**src/rtl/nibble_serial_addsub.sv**
```systemverilog
// Serial add/subtract that runs one shared 4-bit slice over NIBBLES nibbles, LSB nibble first.
// Latency: start accepted at edge k -> done and result after edge k+NIBBLES, ready again after edge k+NIBBLES+1.
// Backpressure: start is taken only while ready=1; a start while busy or done is dropped, not queued.
module nibble_serial_addsub #(
    parameter int NIBBLES = 4
) (
    input  logic                   i_clk,
    input  logic                   i_rst_n,
    input  logic                   i_start,
    input  logic                   i_clear,
    input  logic                   i_sub,
    input  logic [4*NIBBLES-1:0]   i_a,
    input  logic [4*NIBBLES-1:0]   i_b,
    output logic                   o_ready,
    output logic                   o_busy,
    output logic                   o_done,
    output logic [4*NIBBLES-1:0]   o_result,
    output logic                   o_cout,
    output logic                   o_v,
    output logic                   o_z
);

    localparam int              W        = 4 * NIBBLES;
    localparam int              IW       = $clog2(NIBBLES);
    localparam logic [IW-1:0]   LAST_IDX = IW'(NIBBLES - 1);

    typedef enum logic [1:0] {
        S_IDLE = 2'd0,
        S_RUN  = 2'd1,
        S_DONE = 2'd2
    } state_t;

    state_t          r_state;
    state_t          w_state_nxt;

    // Latched operation.
    logic [W-1:0]    r_a;
    logic [W-1:0]    r_b;
    logic            r_sub;

    // Inter-nibble carry and nibble index.
    logic            r_carry;
    logic [IW-1:0]   r_idx;

    // Upper nibbles already computed; the current slice output completes the word.
    logic [W-5:0]    r_partial;

    // Committed result and flags.
    logic [W-1:0]    r_result;
    logic            r_cout;
    logic            r_v;
    logic            r_z;

    // Control strobes from the FSM.
    logic            w_launch;
    logic            w_step;
    logic            w_finish;
    logic            w_last;

    // Slice datapath.
    logic [3:0]      w_a_nib;
    logic [3:0]      w_b_nib;
    logic [3:0]      w_b_inv;
    logic            w_cin;
    logic [3:0]      w_sum;
    logic            w_c3;
    logic            w_c4;
    logic [W-1:0]    w_full;

    assign w_last = (r_idx == LAST_IDX);

    // State register; reset returns to IDLE at once, even mid-operation.
    always_ff @(posedge i_clk or negedge i_rst_n) begin
        if (!i_rst_n) begin
            r_state <= S_IDLE;
        end else begin
            r_state <= w_state_nxt;
        end
    end

    // Next state and state-decoded outputs; clear beats start in IDLE and aborts RUN.
    always_comb begin
        w_state_nxt = r_state;
        o_ready     = 1'b0;
        o_busy      = 1'b0;
        o_done      = 1'b0;
        w_launch    = 1'b0;
        w_step      = 1'b0;
        w_finish    = 1'b0;
        case (r_state)
            S_IDLE: begin
                o_ready = 1'b1;
                if (i_start && !i_clear) begin
                    w_launch    = 1'b1;
                    w_state_nxt = S_RUN;
                end
            end
            S_RUN: begin
                o_busy = 1'b1;
                if (i_clear) begin
                    w_state_nxt = S_IDLE;
                end else begin
                    w_step = 1'b1;
                    if (w_last) begin
                        w_finish    = 1'b1;
                        w_state_nxt = S_DONE;
                    end
                end
            end
            S_DONE: begin
                // Result is already committed, so clear cannot cut this pulse short.
                o_done      = 1'b1;
                w_state_nxt = S_IDLE;
            end
            default: begin
                w_state_nxt = S_IDLE;
            end
        endcase
    end

    // Pick the nibble pair addressed by the index.
    always_comb begin
        w_a_nib = 4'h0;
        w_b_nib = 4'h0;
        for (int n = 0; n < NIBBLES; n++) begin
            if (r_idx == IW'(n)) begin
                w_a_nib = r_a[4*n +: 4];
                w_b_nib = r_b[4*n +: 4];
            end
        end
    end

    // 4-bit slice, split at bit 3 so the carry into the top bit is available for overflow.
    always_comb begin
        w_b_inv         = w_b_nib ^ {4{r_sub}};
        w_cin           = (r_idx == '0) ? r_sub : r_carry;
        {w_c3, w_sum[2:0]} = {1'b0, w_a_nib[2:0]} + {1'b0, w_b_inv[2:0]} + {3'b000, w_cin};
        {w_c4, w_sum[3]}   = {1'b0, w_a_nib[3]} + {1'b0, w_b_inv[3]} + {1'b0, w_c3};
        w_full          = {w_sum, r_partial};
    end

    // Operand capture on an accepted start.
    always_ff @(posedge i_clk or negedge i_rst_n) begin
        if (!i_rst_n) begin
            r_a   <= '0;
            r_b   <= '0;
            r_sub <= 1'b0;
        end else if (w_launch) begin
            r_a   <= i_a;
            r_b   <= i_b;
            r_sub <= i_sub;
        end
    end

    // Carry chain and nibble index; the index parks on the last nibble instead of wrapping.
    always_ff @(posedge i_clk or negedge i_rst_n) begin
        if (!i_rst_n) begin
            r_carry <= 1'b0;
            r_idx   <= '0;
        end else if (w_launch) begin
            r_carry <= i_sub;
            r_idx   <= '0;
        end else if (w_step) begin
            r_carry <= w_c4;
            if (!w_last) begin
                r_idx <= r_idx + 1'b1;
            end
        end
    end

    // Partial result shifts right so each new nibble enters at the top.
    always_ff @(posedge i_clk or negedge i_rst_n) begin
        if (!i_rst_n) begin
            r_partial <= '0;
        end else if (w_launch) begin
            r_partial <= '0;
        end else if (w_step) begin
            r_partial <= w_full[W-1:4];
        end
    end

    // Commit result and flags only when the last nibble completes; aborts leave them untouched.
    always_ff @(posedge i_clk or negedge i_rst_n) begin
        if (!i_rst_n) begin
            r_result <= '0;
            r_cout   <= 1'b0;
            r_v      <= 1'b0;
            r_z      <= 1'b0;
        end else if (w_finish) begin
            r_result <= w_full;
            r_cout   <= w_c4;
            r_v      <= w_c3 ^ w_c4;
            r_z      <= (w_full == '0);
        end
    end

    assign o_result = r_result;
    assign o_cout   = r_cout;
    assign o_v      = r_v;
    assign o_z      = r_z;

endmodule
```
**config.mk**
```make
export PLATFORM = sky130hd
export DESIGN_NAME = nibble_serial_addsub
export DESIGN_NICKNAME = d
export VERILOG_FILES = /design/src/rtl/nibble_serial_addsub.sv
export SDC_FILE = /design/constraint.sdc
export NUM_CORES = 1
export LEC_CHECK = 0
export ABC_AREA = 1
export CORE_MARGIN = 2
export CORE_UTILIZATION = 25
export DETAILED_ROUTE_END_ITERATION = 16
export SYNTH_ARGS = -nofsm -noshare
export SYNTH_HDL_FRONTEND = slang
export SYNTH_SLANG_ARGS = --single-unit
```
**constraint.sdc**
```tcl
create_clock -name i_clk -period 5.5 [get_ports i_clk]
set_clock_uncertainty 0.05 [all_clocks]
set_input_delay 1.1 -clock i_clk [delete_from_list [all_inputs] [get_ports i_clk]]
set_output_delay 1.1 -clock i_clk [all_outputs]
set_load 0.005 [all_outputs]
```
* Yosys cells after proc, flatten, opt, wreduce, memory -nomap -nowiden
Cells that the tools add are included.
Storage, ports and cells: flip-flop bits (word level) 69, output and inout bits 22, logic and storage cells 64
Operators by class: add/subtract/negate cells 5, equal/unequal tests 8, mux-type cells 30, bitwise logic cells 2, reductions and logical operators 8
Operator list (count):
- $mux W4 | 8
- $mux W12 | 2
- $logic_not A16 Y1 | 1
- $mux W1 | 13
- $mux W2 | 6
- $eq A2 B2 Y1 const B | 3
- $add A3 B3 Y4 | 1
- $add A4 B1 Y4 | 1
- $eq A2 B1 Y1 const B | 2
- $logic_not A2 Y1 | 2
- $ne A2 B2 Y1 const B | 2
- $pmux W2 S2 | 1
- $reduce_and A2 Y1 | 2
- $xor A4 B4 Y4 | 1
- $ne A3 B3 Y1 const B | 1
- $add A1 B1 Y2 | 1
- $add A2 B1 Y2 | 1
- $add A2 B1 Y2 const B | 1
- $reduce_bool A2 Y1 | 1
- $logic_and A1 B1 Y1 | 1
- $logic_not A1 Y1 | 1
- $xor A1 B1 Y1 | 1

* Logic depth before layout (Yosys ltp)
word-level depth 11, mapped depth 20, mapped depth without buffers 19

* Worst setup path before layout
Ideal clock, no wire load.
path kind flip-flop to flip-flop, from register r_idx[0], to register r_z (netlist: o_z), library setup time 0.065 ns, data arrival time 2.694 ns, required time 5.385 ns, slack 2.692 ns, cell stages (with the launch flop) 20, period minus slack after synthesis 2.808 ns, cell sequence dfrtp_1 -> inv_1 -> ha_1 -> buf_2 -> inv_1 -> nand3_1 -> nand2_1 -> nand2_1 -> nand2_1 -> nand2_1 -> fa_1 -> inv_1 -> nand3_1 -> nand2_1 -> fa_1 -> nor2_1 -> nand2_1 -> nor2_1 -> nand4_1 -> nand2_1
On the way: word-level cells in the longest chain between the ends 10
RTL lines:
- from (decl) | RTL line 43 | logic [IW-1:0] r_idx;
- from (signal assigned) | RTL line 166 | r_idx <= r_idx + 1'b1;
- $logic_not A2 Y1 | RTL line 126, 136
- $mux W4 (4 in a row) | RTL line 126 | if (r_idx == IW'(n)) begin
- $xor A4 B4 Y4 | RTL line 135 | w_b_inv = w_b_nib ^ {4{r_sub}};
- $add A3 B3 Y4 | RTL line 137 | {w_c3, w_sum[2:0]} = {1'b0, w_a_nib[2:0]} + {1'b0, w_b_inv[2:0]} + {3'b000, w_cin};
- $add A4 B1 Y4 | RTL line 137
- $add A2 B1 Y2 (*) | RTL line 138 | {w_c4, w_sum[3]} = {1'b0, w_a_nib[3]} + {1'b0, w_b_inv[3]} + {1'b0, w_c3};
- via w_full[15] | RTL line 68 | logic [W-1:0] w_full;
- $logic_not A16 Y1 (*) | RTL line 193 | r_z <= (w_full == '0);
- to (signal assigned) | RTL line 193
- to (decl) | RTL line 52 | logic r_z;
Mark *: on every way through the listed nets, which the timed path passes. The rest lies on a longest branch. A chain may end at the register's enable or synchronous reset.

* Worst setup path after layout
from register r_idx[1], to register r_z (netlist: o_z)
The elaborated chain is that of the path after synthesis.

==> results by group <==
Floorplanning
  – I/O Pins: 59
  – Initial Util: 25.7%
  – Core area: 12700 sq um
  – Std-Cell Rows: 41
  – Die width: 118 um
  – Die height: 118 um
  – Full die area: 14000 sq um

Min path
  – Hold worst-path end: r_b[13]$_DFFE_PN0P_
  – WHS Path Cells: 2
  – Hold WC Path Type: reg -> reg
  – HP Start: r_b[13]$_DFFE_PN0P_

Clock network
  – Resize count post-CTS: 0
  – Clk slew on worst S/H paths: 0.06 ns
  – CTS H-tree lvls: 3
  – Clock sink count: 69
  – Clock Path Buffers: 2
  – CTS tree: built
  – Post-CTS Hold Buffers: 0
  – Cts bufs inserted: 9
  – Clock tree root driver cell: clkbuf_16
  – Setup Buffers After CTS: 0
  – Worst skew pair latency: 0.33 ns

Detailed routing
  – DRC marker count from the first detailed-route iteration: 189
  – Drt pass-1 iters: 5
  – Avg Vias per Cell: 4.34
  – Avg WL per Cell: 12.7 um
  – Vias: 2709
  – Residual DRC count: 0
  – Final WL: 7930 um
  – Antenna viol nets, final: 0

Placement
  – # port buffers: 58
  – Inst Count DP: 608
  – Post-DP HPWL: 5820 um
  – Placer Congestion: 0.943

Pwr
  – Maximum vdd drop: 0.000228 V
  – Sw Share: 35.8%
  – Leakage power: 0.00208 uW
  – Sequential share of power: 32.3%
  – Logic gate share of total power: 39.3%
  – Sw Pwr: 831 uW
  – Cell-internal power: 1490 uW
  – Clock network power share: 28.4%
  – Pwr/cell area: 539 nW/um^2

Cells and area
  – Diodes inserted: 0
  – Share of post-route cells with drive strength above 1: 7.30%
  – Area Overhead vs Synth: 32.4%
  – Filler Cells Inserted: 1345
  – Seq. cell area: 1730 sq um
  – Util after Layout: 34.0%
  – Most frequent cells in the layout: nand2_1 (139), dfrtp_1 (69), clkdlybuf4s50_1 (57)
  – Area occupied by multi-input gates: 1320 sq um
  – Final-stage net count: 493
  – Commonest non-fill, non-tap cell in the layout: nand2_1
  – Post-route insts no fill: 624

Synth
  – Asr flop ratio synth: 100%
  – Synthesized instance count: 393
  – Net count after synthesis: 439
  – Yosys reg bits: 69
  – Syn Area/Cell: 8.28 sq um
  – Ys flop type: dfrtp_1
  – Sequential element share of the synthesized area: 53.0%
  – Post-Syn Area: 3260 sq um
  – Yosys cell types: 25
  – EDFF count, synth: 0
  – Ys Warns: 0

Global route
  – GRT overflow: 0
  – Initial antenna violation count: 0
  – First-pass GRT wire length: 13100 um
  – Largest net degree at the start of global routing: 70
  – Vias in the first global route: 2648
  – GRT Overall Usage: 11.8%

Worst setup path
  – R2r worst-path depth: 18
  – WS Path Type: reg -> reg
  – Worst path cell trace: inv_1 > ha_1 > inv_1 > nand2_1 > nand3_1 > nand2_1 > nand2_1 > nand2_1 > nand2_1 > ha_1 > a21oi_1 > nand2_1 > fa_1 > nor2_1 > nand2_1 > nor2_1 > nand4_1 > nand2_1
  – CP top delay family: adder cells
  – Critical Path End Type: register
  – CP most frequent cell: nand2_1
  – Reg-to-Reg End: o_z$_DFFE_PN0P_
  – Startpoint types: register
  – RR Startpoint: r_idx[1]$_DFFE_PN0P_
  – Worst EP required: 5.72 ns
  – CP Data Arrival Time: 3.41 ns
  – Worst path max stage delay: 0.51 ns
  – Crit-path max FO: 12
  – R2r setup slk: 2.31 ns
  – Slowest-stage cell, CP: fa_1
  – Buf/Inv on CP: 2

STA
  – RSZ-0062 raised after global routing: false
  – Setup TNS: 0 ns
  – Max-slew headroom: 42.2%
  – Hold Slack: 0.422 ns
  – Final Setup Violations: 0
  – Final Slew Violations: 0
  – Slew @ Worst Pin: 0.866 ns
  – Final min period: 3.19 ns
  – Fmax: 314 MHz
  – Fin crit share: 58.0%
  – Final Hold Viols: 0

Run
  – MaxCap Viol Count: 0

Run status
  – Status: finished, final reports clean
==> worst min-delay path, delay by kind of cell (launching register included) <==
family / cells / cell delay [ns]
flops: 1 / 0.34
simple gates: 2 / 0.10
==> per-stage QoR <==
stage / cell area (sq um) / worst slack (ns) / power [uW]
floorplan: 3260 / 2.69 / 1350
global placement: 3970 / 2.24 / 1640
detailed placement: 3970 / 2.20 / 1670
CTS: 4310 / 2.35 / 2340
global route: 4310 / 1.98 / 2520
finish: 4310 / 2.31 / 2320
==> per-layer routing <==
layer	GRT usage [%]	up-vias	wire, um
li1	-	1366	-
met4	4.74	0	171
met5	0	-	0
met2	18.6	69	3720
met3	3.00	15	351
met1	15.4	1259	3690
==> synth_stat cells, types with 2 or more instances <==
library cell  instances  area [sq um]
clkbuf_1              2          7.51
inv_1                22          82.6
nor2_2                2          12.5
o22ai_1               4          25.0
or2_2                 4          25.0
o21ai_0              20           100
nand3_1              50           250
nand2_2               3          18.8
nor2_1               23          86.3
o21ai_1               5          25.0
a21oi_1              17          85.1
nand2_1             139           522
buf_2                13          65.1
ha_1                  6          75.1
fa_1                  3          60.1
buf_6                 3          33.8
dfrtp_1              69          1730
==> worst max path at each step <==
stage / start / endpoint / slack, ns / cells after the start
floorplan: r_idx[0]$_DFFE_PN0P_ / o_z$_DFFE_PN0P_ / 2.69 / 19
global placement: i_clear / r_a[9]$_DFFE_PN0P_ / 2.24 / 7
detailed placement: i_clear / r_b[1]$_DFFE_PN0P_ / 2.20 / 7
CTS: r_idx[1]$_DFFE_PN0P_ / o_z$_DFFE_PN0P_ / 2.35 / 19
global route: r_idx[1]$_DFFE_PN0P_ / o_z$_DFFE_PN0P_ / 1.98 / 18
finish: r_idx[1]$_DFFE_PN0P_ / o_z$_DFFE_PN0P_ / 2.31 / 18
==> layout make-up <==
class                   count  area share [%]
well taps                 172            4.99
clock inverters             4            2.21
repair buffers             62            14.1
clock buffers              12            5.72
flip-flops and latches     69            40.1
multi-input cells         280            30.7
inverters                  25            2.24
==> power groups by stage <==
stage | Combinational [uW] | Clock [uW] | Sequential, uW
finish | 912 | 659 | 749
global route | 1060 | 694 | 767
CTS | 923 | 670 | 749
detailed placement | 919 | 0 | 756
global placement | 889 | 0 | 752
floorplan | 623 | 0 | 731
==> registers in the layout, summed over array words and instances, names as in the netlist, 2 cells and up <==
signal	cells
o_result	16
r_a	16
r_b	16
r_idx	2
r_partial	12
r_state	2
==> logic make-up (layout without fill, tap and decap cells) <==
family / after synthesis / in the layout / synth area share, %
simple gates: 223 / 223 / 28.6
xor+xnor: 1 / 1 / 0.269
flops: 69 / 69 / 53.0
buf+inv: 44 / 103 / 6.46
fa+ha+maj: 9 / 9 / 4.15
compound gates: 47 / 47 / 7.46
Note: power is estimated with default switching activity, not from simulation.
